===== src/rtl/seg_scan_driver.sv =====
// Time-multiplexed seven-segment scan driver with frame-synchronous digit updates.
// Optional SEG_BRIGHTNESS_EN macro adds brightness_i[3:0] anode duty control.
module seg_scan_driver #(
    parameter int unsigned NUM_DIGITS  = 8,
    parameter int unsigned REFRESH_DIV = 100000,
    parameter int unsigned ACTIVE_LOW  = 1
) (
    input  logic                    clk,
    input  logic                    rst_n,
    input  logic                    upd_valid_i,
    output logic                    upd_ready_o,
    input  logic [4*NUM_DIGITS-1:0] digits_i,
    input  logic [NUM_DIGITS-1:0]   blank_i,
`ifdef SEG_BRIGHTNESS_EN
    input  logic [3:0]              brightness_i,
`endif
    output logic [6:0]              seg_o,
    output logic [NUM_DIGITS-1:0]   an_o,
    output logic                    frame_done_o
);

    localparam int unsigned CNT_W = $clog2(REFRESH_DIV);
    localparam int unsigned IDX_W = $clog2(NUM_DIGITS);
    localparam int unsigned DIG_W = 4 * NUM_DIGITS;

    localparam logic [CNT_W-1:0] CNT_MAX = CNT_W'(REFRESH_DIV - 1);
    localparam logic [IDX_W-1:0] IDX_MAX = IDX_W'(NUM_DIGITS - 1);
    localparam logic             POL     = (ACTIVE_LOW != 0);

    logic [CNT_W-1:0]      div_cnt;
    logic [IDX_W-1:0]      digit_idx;
    logic [DIG_W-1:0]      active_digits;
    logic [NUM_DIGITS-1:0] active_blank;
    logic [DIG_W-1:0]      pend_digits;
    logic [NUM_DIGITS-1:0] pend_blank;

    logic                  slot_end;
    logic                  frame_wrap;
    logic                  xfer;
    logic                  lit;
    logic                  duty_ok;
    logic [3:0]            nibble;
    logic [6:0]            seg_hi;
    logic [NUM_DIGITS-1:0] an_hi;

    // Hex to {g,f,e,d,c,b,a}, active-high.
    function automatic logic [6:0] decode(input logic [3:0] val);
        logic [6:0] s;
        case (val)
            4'h0:    s = 7'h3F;
            4'h1:    s = 7'h06;
            4'h2:    s = 7'h5B;
            4'h3:    s = 7'h4F;
            4'h4:    s = 7'h66;
            4'h5:    s = 7'h6D;
            4'h6:    s = 7'h7D;
            4'h7:    s = 7'h07;
            4'h8:    s = 7'h7F;
            4'h9:    s = 7'h6F;
            4'hA:    s = 7'h77;
            4'hB:    s = 7'h7C;
            4'hC:    s = 7'h39;
            4'hD:    s = 7'h5E;
            4'hE:    s = 7'h79;
            default: s = 7'h71;
        endcase
        return s;
    endfunction

    // Scan position, handshake and next display values.
    always_comb begin
        slot_end   = (div_cnt == CNT_MAX);
        frame_wrap = slot_end && (digit_idx == IDX_MAX);
        xfer       = upd_valid_i && upd_ready_o;
        nibble     = active_digits[{digit_idx, 2'b00} +: 4];
        // First cycle of every slot is dark so the previous digit cannot ghost.
        lit        = (div_cnt != '0) && !active_blank[digit_idx];
`ifdef SEG_BRIGHTNESS_EN
        duty_ok    = ((CNT_W+6)'(div_cnt) << 4) <
                     ((CNT_W+6)'({1'b0, brightness_i} + 5'd1) * (CNT_W+6)'(REFRESH_DIV));
`else
        duty_ok    = 1'b1;
`endif
        seg_hi     = '0;
        an_hi      = '0;
        if (lit) begin
            seg_hi = decode(nibble);
            if (duty_ok) begin
                an_hi = NUM_DIGITS'(1) << digit_idx;
            end
        end
    end

    // Refresh divider and digit index.
    always_ff @(posedge clk) begin
        if (!rst_n) begin
            div_cnt   <= '0;
            digit_idx <= '0;
        end else if (slot_end) begin
            div_cnt   <= '0;
            digit_idx <= (digit_idx == IDX_MAX) ? '0 : digit_idx + IDX_W'(1);
        end else begin
            div_cnt   <= div_cnt + CNT_W'(1);
        end
    end

    // Pending slot is filled by the handshake and drained only at frame wrap.
    always_ff @(posedge clk) begin
        if (!rst_n) begin
            active_digits <= '0;
            active_blank  <= '1;
            pend_digits   <= '0;
            pend_blank    <= '0;
            upd_ready_o   <= 1'b1;
        end else if (frame_wrap && !upd_ready_o) begin
            active_digits <= pend_digits;
            active_blank  <= pend_blank;
            upd_ready_o   <= 1'b1;
        end else if (xfer) begin
            pend_digits   <= digits_i;
            pend_blank    <= blank_i;
            upd_ready_o   <= 1'b0;
        end
    end

    // Registered pin drivers, polarity applied last.
    always_ff @(posedge clk) begin
        if (!rst_n) begin
            seg_o        <= {7{POL}};
            an_o         <= {NUM_DIGITS{POL}};
            frame_done_o <= 1'b0;
        end else begin
            seg_o        <= seg_hi ^ {7{POL}};
            an_o         <= an_hi ^ {NUM_DIGITS{POL}};
            frame_done_o <= frame_wrap;
        end
    end

endmodule


===== config.mk =====
export PLATFORM = sky130hd
export DESIGN_NAME = seg_scan_driver
export DESIGN_NICKNAME = d
export VERILOG_FILES = /design/src/rtl/seg_scan_driver.sv
export SDC_FILE = /design/constraint.sdc
export NUM_CORES = 1
export LEC_CHECK = 0
export CORE_ASPECT_RATIO = 1.75
export CORE_MARGIN = 5
export CORE_UTILIZATION = 49
export CTS_BUF_LIST = sky130_fd_sc_hd__clkbuf_8
export CTS_CLUSTER_SIZE = 12
export DETAILED_ROUTE_END_ITERATION = 8
export MAX_ROUTING_LAYER = met4
export PLACE_DENSITY_LB_ADDON = 0.3
export RECOVER_POWER = 25
export REMOVE_ABC_BUFFERS = 1
export SYNTH_ARGS = -nofsm -noshare
export SYNTH_HDL_FRONTEND = slang
export SYNTH_SLANG_ARGS = --single-unit
export TNS_END_PERCENT = 30

===== constraint.sdc =====
create_clock -name clk -period 2.4 [get_ports clk]
set_input_delay 0.48 -clock clk [delete_from_list [all_inputs] [get_ports clk]]
set_output_delay 0.48 -clock clk [all_outputs]
set_load 0.05 [all_outputs]

==> results of run 1 <==
-- layer usage --
layer | routed length (µm) | vias to the layer above | GRT usage
li1 | - | 1807 | -
met1 | 3790 | 1635 | 0.182
met2 | 4770 | 71 | 0.275
met3 | 359 | 18 | 0.0404
met4 | 238 | 0 | 0.0834
met5 | 0 | - | -
-- worst max-delay path: stages (launching register included) --
cell	delay (ns)
sky130_fd_sc_hd__dfxtp_1	0.41
sky130_fd_sc_hd__buf_4	0.18
sky130_fd_sc_hd__mux4_2	0.49
sky130_fd_sc_hd__nand2_1	0.08
sky130_fd_sc_hd__nand2_1	0.14
sky130_fd_sc_hd__ha_1	0.28
sky130_fd_sc_hd__or3_1	0.37
sky130_fd_sc_hd__o21ai_1	0.09
sky130_fd_sc_hd__o21ai_1	0.08
-- stage by stage --
step | setup WS (ns) | power [mW] | TNS, ns | instances
CTS | 0.115 | 4.40 | 0 | 699
finish | 0.153 | 4.36 | 0 | 699
global route | 0.0194 | 4.50 | 0 | 699
global placement | 0.204 | 2.26 | 0 | 667
detailed placement | 0.137 | 2.27 | 0 | 667
floorplan | -1.21 | 2.14 | -49.13 | 473
-- sequential cells by signal, summed over array words and instances, names as in the netlist --
| name | count |
|---|---|
| pend_blank | 8 |
| active_digits | 32 |
| digit_idx | 3 |
| active_blank | 8 |
| upd_ready_o | 1 |
| frame_done_o | 1 |
| seg_o | 7 |
| pend_digits | 32 |
| div_cnt | 17 |
| an_o | 8 |
-- what timing repair did --
item | 4_1_cts | 5_1_grt
hold buffers | 0 | 0
endpoints found under the setup margin | 0 | 1
resized for setup | 0 | 1
buffers inserted | 0 | 0
-- worst paths after layout --
check,startpoint,to,slack [ns],cells past startpoint
min,pend_digits[13],pend_digits[13],0.46,2
max,digit_idx[0],seg_o[0],0.15,8
max reg2reg,digit_idx[0],seg_o[0],0.15,8
min reg2reg,pend_digits[13],pend_digits[13],0.46,2
-- cell usage after synthesis, types with 2 or more instances --
cell and number:
sky130_fd_sc_hd__nor2_1 22, sky130_fd_sc_hd__nand2_1 112, sky130_fd_sc_hd__and4_1 2, sky130_fd_sc_hd__and3_1 3
sky130_fd_sc_hd__o211a_1 2, sky130_fd_sc_hd__ha_1 14, sky130_fd_sc_hd__nor2b_1 34, sky130_fd_sc_hd__nand4_1 2
sky130_fd_sc_hd__mux4_2 9, sky130_fd_sc_hd__nor4_1 2, sky130_fd_sc_hd__clkbuf_1 19, sky130_fd_sc_hd__or2_2 2
sky130_fd_sc_hd__inv_1 8, sky130_fd_sc_hd__buf_4 2, sky130_fd_sc_hd__dfxtp_1 117, sky130_fd_sc_hd__o221ai_1 3
sky130_fd_sc_hd__o211ai_1 4, sky130_fd_sc_hd__and2_1 3, sky130_fd_sc_hd__buf_6 5, sky130_fd_sc_hd__xor2_1 9
sky130_fd_sc_hd__xnor2_1 6, sky130_fd_sc_hd__o21ai_1 3, sky130_fd_sc_hd__mux2i_1 49, sky130_fd_sc_hd__a21boi_0 40
sky130_fd_sc_hd__nor3_1 4, sky130_fd_sc_hd__buf_2 2, sky130_fd_sc_hd__nand3_1 11
-- logic make-up (layout without fill, tap and decap cells) --
group / count (synthesis) / after routing / synth area share
AND/OR/NAND/NOR: 204 / 204 / 0.193
flip-flops: 117 / 117 / 0.475
multiplexers: 61 / 61 / 0.152
AO/OA/AOI/OAI: 53 / 53 / 0.0804
buffers and inverters: 37 / 110 / 0.0378
XOR/XNOR: 15 / 15 / 0.0266
adder cells (fa/ha/maj): 14 / 14 / 0.0355
-- final cells by class --
class,instances,area (µm²)
Sequential cell,117,2340
Inverter,9,33.8
Multi-Input combinational cell,347,2400
Clock buffer,18,248
Tap cell,125,156
Timing Repair Buffer,69,699
Fill cell,850,3730
Clock inverter,14,233
-- power breakdown --
group	total [mW]	leakage, nW	internal [mW]	switching [mW]
sequential	2.01	0.950	1.98	0.0272
combinational	0.204	1.04	0.114	0.0897
clock	2.15	0.232	1.36	0.784
==> metrics, run 1 <==
Synth cell types=39; WL per Instance=13.1 µm; portion of the clock cycle consumed by the worst path in the final layout=0.936; required time worst endpoint=2.70 ns; Top FF cell, synth=sky130_fd_sc_hd__dfxtp_1; sequential-to-total area share from yosys stat=0.475; pin count of the biggest net entering global routing=88; routed wire length=9.16 mm; post-route worst hold slack=0.463 ns; worst min-delay path category=reg -> reg; floorplan die width=85.8 µm; number of vias per cell after detailed routing=5.05; count of warnings emitted by yosys=0; crit path launch type=register; worst-case clock skew=0.00749 ns; die outline height=143 µm; share of the synthesized area in the top cell type=0.475; clock latency on the worst-skew pair=0.43 ns; tightest slew margin relative to the limit=0.470; number of clock buffers inserted by TritonCTS=17; leading cell type in the layout, fill and taps excluded=sky130_fd_sc_hd__dfxtp_1; post-layout instance area=0.00612 mm²; remaining design rule violation count=0; via count of the first global-routing pass=3414; maximum frequency from static timing analysis=445 MHz; critical setup path kind=reg -> reg; proportion of layout cells with a drive suffix above 1=0.103; Crit Path Max Fanout=5; top area cells in the synthesized netlist=sky130_fd_sc_hd__dfxtp_1 47%, sky130_fd_sc_hd__mux2i_1 9.9%, sky130_fd_sc_hd__nand2_1 8.5%; number of DRC markers after the initial detailed-route iteration=133; clock-pin transition on the worst setup and hold timing paths=0.07 ns; power density normalized to cell area=713 mW/mm²; number of hold-slack violations in the final timing report=0; area enclosed by the die boundary=0.0123 mm²; ys async rst share=0; Placeable Area=0.00985 mm²; overall overflow remaining after global route=0; Final Slew Violations=0; routability congestion estimate=0.808; boundary pin count=60; total routing usage reported by global routing=0.165; number of flops mapped to enable cells by yosys=0; Pleak=2.22 nW; root cell of the clock tree=sky130_fd_sc_hd__clkbuf_8; PortBufs=59; instance area after placement=0.00563 mm²; area of the mapped netlist=0.00493 mm²; maximum buffer depth of the clock tree=2; cell count after synthesis=501; antenna violations before repair=0; total of endpoints with negative setup slack in the final report=0; largest voltage drop on the vdd net=0.530 mV; CTS tree=yes; largest area contributor in the netlist=sky130_fd_sc_hd__dfxtp_1; Tmin final=2.25 ns; number of detailed-routing iterations run before antenna repair=4; transition time of the tightest slew-check pin=0.795 ns; Antenna diodes=0; total number of H-tree levels=4; layout-stage area growth over the synthesis result=24.0%; outcome=completed; max-cap violation count=0; first-pass GRT wire length=15.5 mm; fraction of the core area covered by cells at the end of the flow=0.621; commonest cells after routing, fill and taps aside=117 x sky130_fd_sc_hd__dfxtp_1, 112 x sky130_fd_sc_hd__nand2_1, 57 x sky130_fd_sc_hd__clkdlybuf4s50_1; clock sink count=117; initial core utilization=0.501; Layout Nets=618; critical path data arrival time=2.54 ns; Detail Placement HPWL=6.26 mm; mean cell area of the mapped netlist=9.84 µm²; FP Rows=48; setup repair after global routing missed its margin=false; Final ANT Viol Nets=0; kind of capture point of the worst setup path=register; FF+latch count, synth=117; total number of vias=3531
Power figures use the tool's default switching activity.
==> run 2: changes to the inputs <==
--- a/config.mk
+++ b/config.mk
@@ -12,7 +12,7 @@
 export CTS_CLUSTER_SIZE = 12
 export DETAILED_ROUTE_END_ITERATION = 8
 export MAX_ROUTING_LAYER = met4
-export PLACE_DENSITY_LB_ADDON = 0.3
+export PLACE_DENSITY = 0.76
 export RECOVER_POWER = 25
 export REMOVE_ABC_BUFFERS = 1
 export SYNTH_ARGS = -nofsm -noshare
==> run 2 against run 1 <==
Effect of this change: via count shrank 0.40%; clock skew increased by 0.0018 ns; non-clock buffer count grew 1; critical path type unchanged; critical path depth stayed put; setup slack gained 0.017 ns; sequential share of layout area is 0.32 points higher; hold slack improved by 0.0088 ns; sequential cell count unchanged.
==> metrics, run 2 (synthesis results as in run 1) <==
outcome=completed; number of DRC markers after the initial detailed-route iteration=130; maximum buffer depth of the clock tree=2; number of detailed-routing iterations run before antenna repair=4; Post-CTS Setup Bufs=0; required time worst endpoint=2.70 ns; number of clock buffers inserted by TritonCTS=17; Final Slew Violations=0; Placeable Area=0.00985 mm²; crit path launch type=register; remaining design rule violation count=0; instance area after placement=0.00563 mm²; portion of the clock cycle consumed by the worst path in the final layout=0.929; clock latency on the worst-skew pair=0.42 ns; Cells after DPL=668; tightest slew margin relative to the limit=0.241; Layout Nets=619; largest voltage drop on the vdd net=0.448 mV; Antenna diodes=0; worst-path cell chain=buf_12, mux4_2, nand2_1, nand2_1, ha_1, or3_1, o21ai_1, o21ai_1; post-layout total power=4.16 mW; proportion of layout cells with a drive suffix above 1=0.104; PortBufs=59; worst min-delay path category=reg -> reg; top layer reached by signal wires=met4; area enclosed by the die boundary=0.0123 mm²; routability congestion estimate=0.861; leading cell type in the layout, fill and taps excluded=sky130_fd_sc_hd__dfxtp_1; total routing usage reported by global routing=0.172; floorplan die width=85.8 µm; kind of capture point of the worst setup path=register; hold-fix buffer count after cts=0; non-filler instance count after layout=700; die outline height=143 µm; root cell of the clock tree=sky130_fd_sc_hd__clkbuf_8; pin count of the biggest net entering global routing=57; clock-pin transition on the worst setup and hold timing paths=0.07 ns; DRT met1 WL=3.79 mm; commonest cells after routing, fill and taps aside=117 x sky130_fd_sc_hd__dfxtp_1, 112 x sky130_fd_sc_hd__nand2_1, 57 x sky130_fd_sc_hd__clkdlybuf4s50_1; Detail Placement HPWL=6.72 mm; Crit Path Max Fanout=11; total number of vias=3517; Tmin final=2.23 ns; routed wire length=9.44 mm; power density normalized to cell area=686 mW/mm²; crit-path leading delay family=simple AND/OR/NAND/NOR gates; number of hold-slack violations in the final timing report=0; critical path data arrival time=2.53 ns; amount of wire on met2 after detailed routing=5.10 mm; transition time of the tightest slew-check pin=1.14 ns; setup repair after global routing missed its margin=false; number of vias per cell after detailed routing=5.02; CTS tree=yes; multi-input gate area in the final layout=0.00240 mm²; critical path's slowest cell=sky130_fd_sc_hd__mux4_2; total number of H-tree levels=4; layout-stage area growth over the synthesis result=23.0%; max-cap violation count=0; PostCTS Resize Cnt=0; post-route worst hold slack=0.472 ns; via count of the first global-routing pass=3543; Total Neg Setup Slack=0 ns; maximum frequency from static timing analysis=449 MHz; critical setup path kind=reg -> reg; register area=0.00234 mm²; fraction of the core area covered by cells at the end of the flow=0.616; post-layout instance area=0.00606 mm²; antenna violations before repair=0; overall overflow remaining after global route=0; Top Registers=active_digits x32, pend_digits x32, div_cnt x17; buffer and inverter count on the worst path=1; setup slack after layout=0.171 ns; Final ANT Viol Nets=0; total of fill cells in the finished design=872; worst setup timing slack at the placement stage=0.182 ns; clock sink count=117; initial core utilization=0.501; Pleak=2.20 nW; boundary pin count=60; total of endpoints with negative setup slack in the final report=0; max incr delay on CP=0.48 ns; FP Rows=48; WL per Instance=13.5 µm; first-pass GRT wire length=16.1 mm; met3 routed wirelength=386 µm; worst-case clock skew=0.00929 ns
-- run 2: tightest hold or removal path: cells and delay by family, from the launching register on --
family          cells  cell delay, ns
compound gates      1            0.06
simple gates        1            0.05
flops               1            0.31
-- run 2: area by class of cell --
| cell class | instances | share of cell area |
|---|---|---|
| Clock buffer | 19 | 0.0431 |
| Clock inverter | 13 | 0.0297 |
| Inverter | 9 | 0.00557 |
| Multi-Input combinational cell | 347 | 0.396 |
| Sequential cell | 117 | 0.386 |
| Tap cell | 125 | 0.0258 |
| Timing Repair Buffer | 70 | 0.113 |
-- run 2: final timing paths --
path,from,cells past startpoint,slack [ns],end
max,digit_idx[0],8,0.17,seg_o[0]
min,pend_digits[4],2,0.47,pend_digits[4]
max reg2reg,digit_idx[0],8,0.17,seg_o[0]
min reg2reg,pend_digits[4],2,0.47,pend_digits[4]
-- run 2: layer usage --
metal  track usage  vias to the layer above
met5             -                        -
met4        0.0701                        0
met3        0.0537                       12
met2         0.307                       58
met1         0.170                     1644
li1              -                     1803
-- run 2: power breakdown --
part	switching, mW	total (mW)	leakage (nW)	internal (mW)
logic	0.0915	0.201	1.03	0.110
clock network	0.764	1.94	0.217	1.18
registers	0.0307	2.02	0.950	1.98
total	0.886	4.16	2.20	3.28
